--- src/rtl/mem_bus_arbiter.sv ---
// Two-master round-robin arbiter for the native valid/ready memory bus.
// One transaction per grant, with a watchdog that ends hung slave accesses with a fault.
module mem_bus_arbiter #(
  parameter int unsigned ADDR_WIDTH     = 32,
  parameter int unsigned DATA_WIDTH     = 32,
  parameter int unsigned TIMEOUT_CYCLES = 255
) (
  input  logic                      clk,
  input  logic                      resetn,

  input  logic                      m0_valid,
  input  logic [ADDR_WIDTH-1:0]     m0_addr,
  input  logic [DATA_WIDTH/8-1:0]   m0_wstrb,
  input  logic [DATA_WIDTH-1:0]     m0_wdata,
  output logic                      m0_ready,
  output logic [DATA_WIDTH-1:0]     m0_rdata,
  output logic                      m0_fault,

  input  logic                      m1_valid,
  input  logic [ADDR_WIDTH-1:0]     m1_addr,
  input  logic [DATA_WIDTH/8-1:0]   m1_wstrb,
  input  logic [DATA_WIDTH-1:0]     m1_wdata,
  output logic                      m1_ready,
  output logic [DATA_WIDTH-1:0]     m1_rdata,
  output logic                      m1_fault,

  output logic                      s_valid,
  output logic [ADDR_WIDTH-1:0]     s_addr,
  output logic [DATA_WIDTH/8-1:0]   s_wstrb,
  output logic [DATA_WIDTH-1:0]     s_wdata,
  input  logic                      s_ready,
  input  logic [DATA_WIDTH-1:0]     s_rdata
);

  localparam int unsigned STRB_WIDTH = DATA_WIDTH / 8;
  // A zero timeout still needs a one-bit counter so the register stays legal.
  localparam int unsigned WD_WIDTH   = (TIMEOUT_CYCLES == 0) ? 1 : $clog2(TIMEOUT_CYCLES + 1);
  localparam logic [WD_WIDTH-1:0] WD_LIMIT = WD_WIDTH'(TIMEOUT_CYCLES);
  localparam bit   WD_ENABLE  = (TIMEOUT_CYCLES != 0);

  typedef enum logic {
    ST_IDLE = 1'b0,
    ST_BUSY = 1'b1
  } state_t;

  state_t              state;
  state_t              state_nxt;
  logic                owner;
  logic                owner_nxt;
  logic                last;
  logic                last_nxt;
  logic [WD_WIDTH-1:0] wd_cnt;
  logic [WD_WIDTH-1:0] wd_cnt_nxt;

  logic                busy;
  logic                own_valid;
  logic                own_done;
  logic                own_timeout;
  logic                own_finish;

  // Status of the granted transaction, shared by next-state and output logic.
  always_comb begin
    busy        = (state == ST_BUSY);
    own_valid   = owner ? m1_valid : m0_valid;
    own_done    = busy && own_valid && s_ready;
    own_timeout = busy && own_valid && !s_ready && WD_ENABLE && (wd_cnt == WD_LIMIT);
    own_finish  = own_done || own_timeout;
  end

  // State register.
  always_ff @(posedge clk or negedge resetn) begin
    if (!resetn) begin
      state  <= ST_IDLE;
      owner  <= 1'b0;
      last   <= 1'b1;
      wd_cnt <= '0;
    end else begin
      state  <= state_nxt;
      owner  <= owner_nxt;
      last   <= last_nxt;
      wd_cnt <= wd_cnt_nxt;
    end
  end

  // Next-state: arbitrate in IDLE, finish or abandon in BUSY.
  always_comb begin
    state_nxt  = state;
    owner_nxt  = owner;
    last_nxt   = last;
    wd_cnt_nxt = wd_cnt;
    case (state)
      ST_IDLE: begin
        if (m0_valid || m1_valid) begin
          state_nxt  = ST_BUSY;
          owner_nxt  = (m0_valid && m1_valid) ? ~last : m1_valid;
          wd_cnt_nxt = '0;
        end
      end
      ST_BUSY: begin
        if (!own_valid) begin
          // Owner withdrew its request: drop the grant without touching fairness.
          state_nxt = ST_IDLE;
        end else if (own_finish) begin
          state_nxt = ST_IDLE;
          last_nxt  = owner;
        end else if (WD_ENABLE && (wd_cnt != WD_LIMIT)) begin
          wd_cnt_nxt = wd_cnt + WD_WIDTH'(1);
        end
      end
      default: state_nxt = ST_IDLE;
    endcase
  end

  // Outputs: slave side muxed from the owner, completion routed back to it only.
  always_comb begin
    s_valid  = 1'b0;
    s_addr   = '0;
    s_wstrb  = '0;
    s_wdata  = '0;
    m0_ready = 1'b0;
    m0_rdata = '0;
    m0_fault = 1'b0;
    m1_ready = 1'b0;
    m1_rdata = '0;
    m1_fault = 1'b0;
    if (busy) begin
      s_valid = own_valid && !own_timeout;
      s_addr  = owner ? m1_addr  : m0_addr;
      s_wstrb = owner ? m1_wstrb : m0_wstrb;
      s_wdata = owner ? m1_wdata : m0_wdata;
    end
    if (owner) begin
      m1_ready = own_finish;
      m1_fault = own_timeout;
      m1_rdata = own_done ? s_rdata : '0;
    end else begin
      m0_ready = own_finish;
      m0_fault = own_timeout;
      m0_rdata = own_done ? s_rdata : '0;
    end
  end

  logic unused_strb;
  assign unused_strb = (STRB_WIDTH == 0);

endmodule

--- config.mk ---
export PLATFORM = sky130hd
export DESIGN_NAME = mem_bus_arbiter
export DESIGN_NICKNAME = d
export VERILOG_FILES = /design/src/rtl/mem_bus_arbiter.sv
export SDC_FILE = /design/constraint.sdc
export NUM_CORES = 1
export LEC_CHECK = 0
export ABC_AREA = 1
export CAP_MARGIN = 40
export CORE_AREA = 2 2 120 122
export DETAILED_ROUTE_END_ITERATION = 8
export DIE_AREA = 0 0 122 124
export PLACE_DENSITY_LB_ADDON = 0.25
export SYNTH_ARGS = -nofsm -noshare
export SYNTH_HDL_FRONTEND = slang
export SYNTH_SLANG_ARGS = --single-unit
--- constraint.sdc ---
create_clock -name clk -period 4.9 [get_ports clk]
set_clock_uncertainty 0.2 [all_clocks]
set_input_delay 0.49 -clock clk [delete_from_list [all_inputs] [get_ports clk]]
set_output_delay 0.49 -clock clk [all_outputs]
set_load 0.03 [all_outputs]
# Word level (Yosys, flattened, before mapping)
# Index checks and enable logic that the tools add are counted.
dict set report op_classes {
  add_sub_neg 1
  eq_ne 6
  mux 25
  n_bitwise 2
  reduce_logical 13
}
# cell n
set op_table {}
lappend op_table {{$mux 32} 7}
lappend op_table {{$mux 8} 4}
lappend op_table {{$pmux 8 s2} 1}
lappend op_table {{$mux 1} 10}
lappend op_table {{$add 8x1->8 const B} 1}
lappend op_table {{$eq 8x8->1 const B} 1}
lappend op_table {{$mux 4} 2}
lappend op_table {{$ne 8x8->1 const B} 1}
lappend op_table {{$logic_and 1x1->1} 6}
lappend op_table {{$ne 2x1->1 const B} 2}
lappend op_table {{$ne 2x2->1 const B} 2}
lappend op_table {{$reduce_and 4->1} 1}
lappend op_table {{$reduce_and 3->1} 1}
lappend op_table {{$logic_not 1->1} 2}
lappend op_table {{$logic_or 1x1->1} 2}
lappend op_table {{$not 1->1} 2}
lappend op_table {{$pmux 1 s2} 1}
lappend op_table {{$reduce_and 2->1} 1}
dict set report word_totals {
  register_bits 11
  input_bits 173
  out_inout_bits 137
}

# Longest topological paths before layout
dict set report depth {
  depth_word 8
  ltp_mapped 9
  mapped_depth_nobuf 9
}

# Least setup slack after synthesis
# Ideal clock, no wire load.
dict set report synth_path {
  kind {reg-to-output}
  from {reg owner}
  to {out m1_rdata[10]}
  arrival_time_ns 1.641
  t_required_ns 4.210
  setup_slack_ns 2.569
  stages_incl_launch_ff 7
  path_buffers 2
  path_cell_list {dfrtp_1 -> buf_4 -> o21ai_2 -> nor2_2 -> nand2_1 -> buf_2 -> nor3_1}
}
dict set report synth_between {
  elab_chain_len 5
}
# item line_no
set synth_rtl {}
lappend synth_rtl {{start: declaration} 48} ;# logic owner;
lappend synth_rtl {{start signal: assignment} 79} ;# owner <= owner_nxt;
lappend synth_rtl {{$mux 1} 64} ;# own_valid = owner ? m1_valid : m0_valid;
lappend synth_rtl {{$logic_and 1x1->1 (2 in a row)} 65} ;# own_done = busy && own_valid && s_ready;
lappend synth_rtl {{$mux 32} 135} ;# m1_rdata = own_done ? s_rdata : '0;
lappend synth_rtl {{$mux 32 (*)} 132} ;# if (owner) begin
lappend synth_rtl {{end: declaration} 24} ;# output logic [DATA_WIDTH-1:0] m1_rdata,
# Every way passes the cells marked *; elsewhere a longest branch is shown, timed or not.

# Worst setup path after layout
dict set report layout_path {
  from {reg owner}
  to {out m1_rdata[31]}
}
# The elaborated chain is that of the path after synthesis.

==> impl_results.md <==
- Internal reg-to-reg setup slack: 2450 ps
- Wirelength, routed: 13.6 mm
- R2R Path Start: owner$_DFFE_PN0P_
- Pleak: 2.30 nW
- Area Growth Syn to Fin: 136%
- Die area: 0.0151 mm2
- Routed WL per cell: 15.2 um
- Gp weighted congestion: 0.959
- Initial DRC Count: ~230
- #FFs+latches synth: 11
- Total global routing track utilization: 0.159
- Hold WS: roughly 280 ps
- Core footprint: 0.0137 mm2
- Capture point of the critical path: m1_rdata[31]
- Gr ovfl total: 0
- CTS root buffer: clkbuf_16
- Worst r2r path cells: 6
- Critical path required time: 4210 ps
- Via count: 3910
- Period utilization: 0.753
- Netlist area before placement: 0.00240 mm2
- DRT antenna net count: 0
- Setup slack after layout: between 1000 and 1500 ps
- Finish-stage setup viols: 0
- Crit Path Max Fanout: 65
- Average size of a mapped cell: 5.54 um2
- Mapped Cells: 434
- Pin count of the biggest net entering global routing: 66
- Yosys top cell area share: 0.230
- Vias in the first global route: 3592
- Final Instance Area: 0.00566 mm2
- Arr. time, crit path: approximately 3000 ps
- Final core utilization: 0.413
- Critical path class: register to output pin
- Fin. max-slew vios: 0
- Syn nets: just over 600
- Vias/cell: between 4 and 5
- Later-pin clock latency in the skew report: 240 ps
- Total negative slack: 0 ps
- Startpoint types: register
- Initial antenna violation count: 0
- Placed inst area: between 0.005 and 0.006 mm2
- Worst vdd ir: 294 uV
- Max Fclk: approximately 0.27 GHz
- First-pass GRT wire length: 19.3 mm
- CP endpoint kind: output pin
- H-tree levels: 1
- Die height: 124 um
- # Post-CTS Setup Buffers: 0
- FILL cells: 1424
- Clk slew on worst S/H paths: 40 ps
- Slew headroom: 0.396
- Cell taking the most area after synthesis: nor2_1
- Initial DRT Pass Iterations: 5
- Commonest non-fill, non-tap cells in the layout: clkdlybuf4s50_1 (309), nor2_1 (147), o21ai_0 (67)
- Post-place setup slack: 1440 ps
- CTS tree: yes
- Starting Density: 0.175
- Clock sinks: 11
- Synth top area cells: nor2_1 (23%), nor3_2 (21%), o21ai_0 (14%)
- Residual DRC count: 0
- Slew at the pin closest to its max-slew limit: 906 ps
- Status: finished, final reports clean
- Crit path time final: 3690 ps
- CP startpoint: owner$_DFFE_PN0P_
- Final Hold Fails: 0
- Worst min path class: register to register
- Ant. Diodes: 0
- PwrDens: 469 mW/mm2
- Max clock buf depth: 2
- Distinct cells, synth: 24
- Port buffer count: approximately 310
- MaxCap Viol Count: 0
- Commonest non-fill, non-tap cell in the layout: clkdlybuf4s50_1
- Synth warnings: 0
- Cell Rows: 43
- Die Span X: 122 um
- CTS buffer count: 3
- DP HPWL: 10.9 mm
- RSZ-0062 raised after global routing: false
- Hold-fix buffers at CTS: 0
- Nets: 891
- RR Endpoint: wd_cnt[3]$_DFFE_PN0P_
- Layout cell share with drive strength beyond 1: 0.0978
- Post_cts resized: 0
- I/O Pins: between 300 and 400
- Seq/Total Area, Yosys: 0.115
worst max-delay path: stages, from the launching register on:
cell and delay (ps):
dfrtp_4 410, buf_4 580, o21ai_2 130, nor2_2 160, nand2_2 60, buf_4 370, nor3_1 280, clkdlybuf4s50_1 710
per-layer routing:
metal | up-vias | GRT usage | part of all wire
li1 | 1945 | - | -
met1 | 1778 | 0.191 | 0.40
met2 | 165 | 0.280 | 0.47
met3 | 22 | 0.0417 | 0.097
met4 | 0 | 0.0460 | 0.027
met5 | - | 0 | 0
through the flow:
| step | total power (W) | std cells |
|---|---|---|
| 2_1_floorplan | 0.00155 | 434 |
| 3_3_place_gp | 0.00249 | 892 |
| 3_5_place_dp | 0.00251 | 892 |
| 4_1_cts | 0.00267 | 896 |
| 5_1_grt | 0.00282 | 896 |
| 6_report | 0.00265 | 896 |
area by class of cell:
class | count | area, um2 | share of cell area
clock buffers | 4 | 78.8 | 0.0139
inverters | 44 | 166 | 0.0294
multi-input cells | 342 | 1770 | 0.313
flip-flops and latches | 11 | 282 | 0.0497
well taps | 180 | 225 | 0.0398
repair buffers | 315 | 3140 | 0.554
power by group:
group	switching [W]	internal [W]	total (W)
Combinational	0.00149	0.000846	0.00234
Clock	0.0000402	0.000109	0.000149
Sequential	0.0000481	0.000117	0.000165
synth_stat cells:
| cell | number |
|---|---|
| nor2_1 | 147 |
| o21ai_0 | 67 |
| nor3_2 | 50 |
| inv_1 | 43 |
| nand2_1 | 34 |
| clkbuf_1 | 20 |
| nand3_1 | 15 |
| nor3_1 | 14 |
| dfrtp_1 | 10 |
| buf_1 | 6 |
| buf_6 | 6 |
| buf_2 | 4 |
| xor2_1 | 4 |
| a21oi_1 | 2 |
| o21ai_1 | 2 |
| or2_2 | 2 |
| buf_4 | 1 |
| dfstp_2 | 1 |
| ha_1 | 1 |
| inv_2 | 1 |
| nand2_2 | 1 |
| nor2_2 | 1 |
| o21ai_2 | 1 |
| o21bai_1 | 1 |
registers in the layout, indices dropped and copies added, names as in the netlist:
| name | count |
|---|---|
| wd_cnt | 8 |
| owner | 1 |
| last | 1 |
| busy | 1 |
worst min-delay path by stage:
stage	start	to	slack, ps	cells past startpoint
after CTS	last$_DFFE_PN1P_	last$_DFFE_PN1P_	280	2
after floorplan	resetn	busy$_DFF_PN0_	-6	0
after global routing	last$_DFFE_PN1P_	last$_DFFE_PN1P_	310	2
after detailed placement	last$_DFFE_PN1P_	last$_DFFE_PN1P_	280	2
after global placement	last$_DFFE_PN1P_	last$_DFFE_PN1P_	270	2
final	last$_DFFE_PN1P_	last$_DFFE_PN1P_	280	2
cells by family after synthesis:
kind of cell / Yosys count / share of synthesized area
flops: 11 / 0.115
buf+inv: 81 / 0.149
simple gates: 264 / 0.562
xor+xnor: 4 / 0.0146
fa+ha+maj: 1 / 0.00520
compound gates: 73 / 0.155
Power figures use the tool's default switching activity.
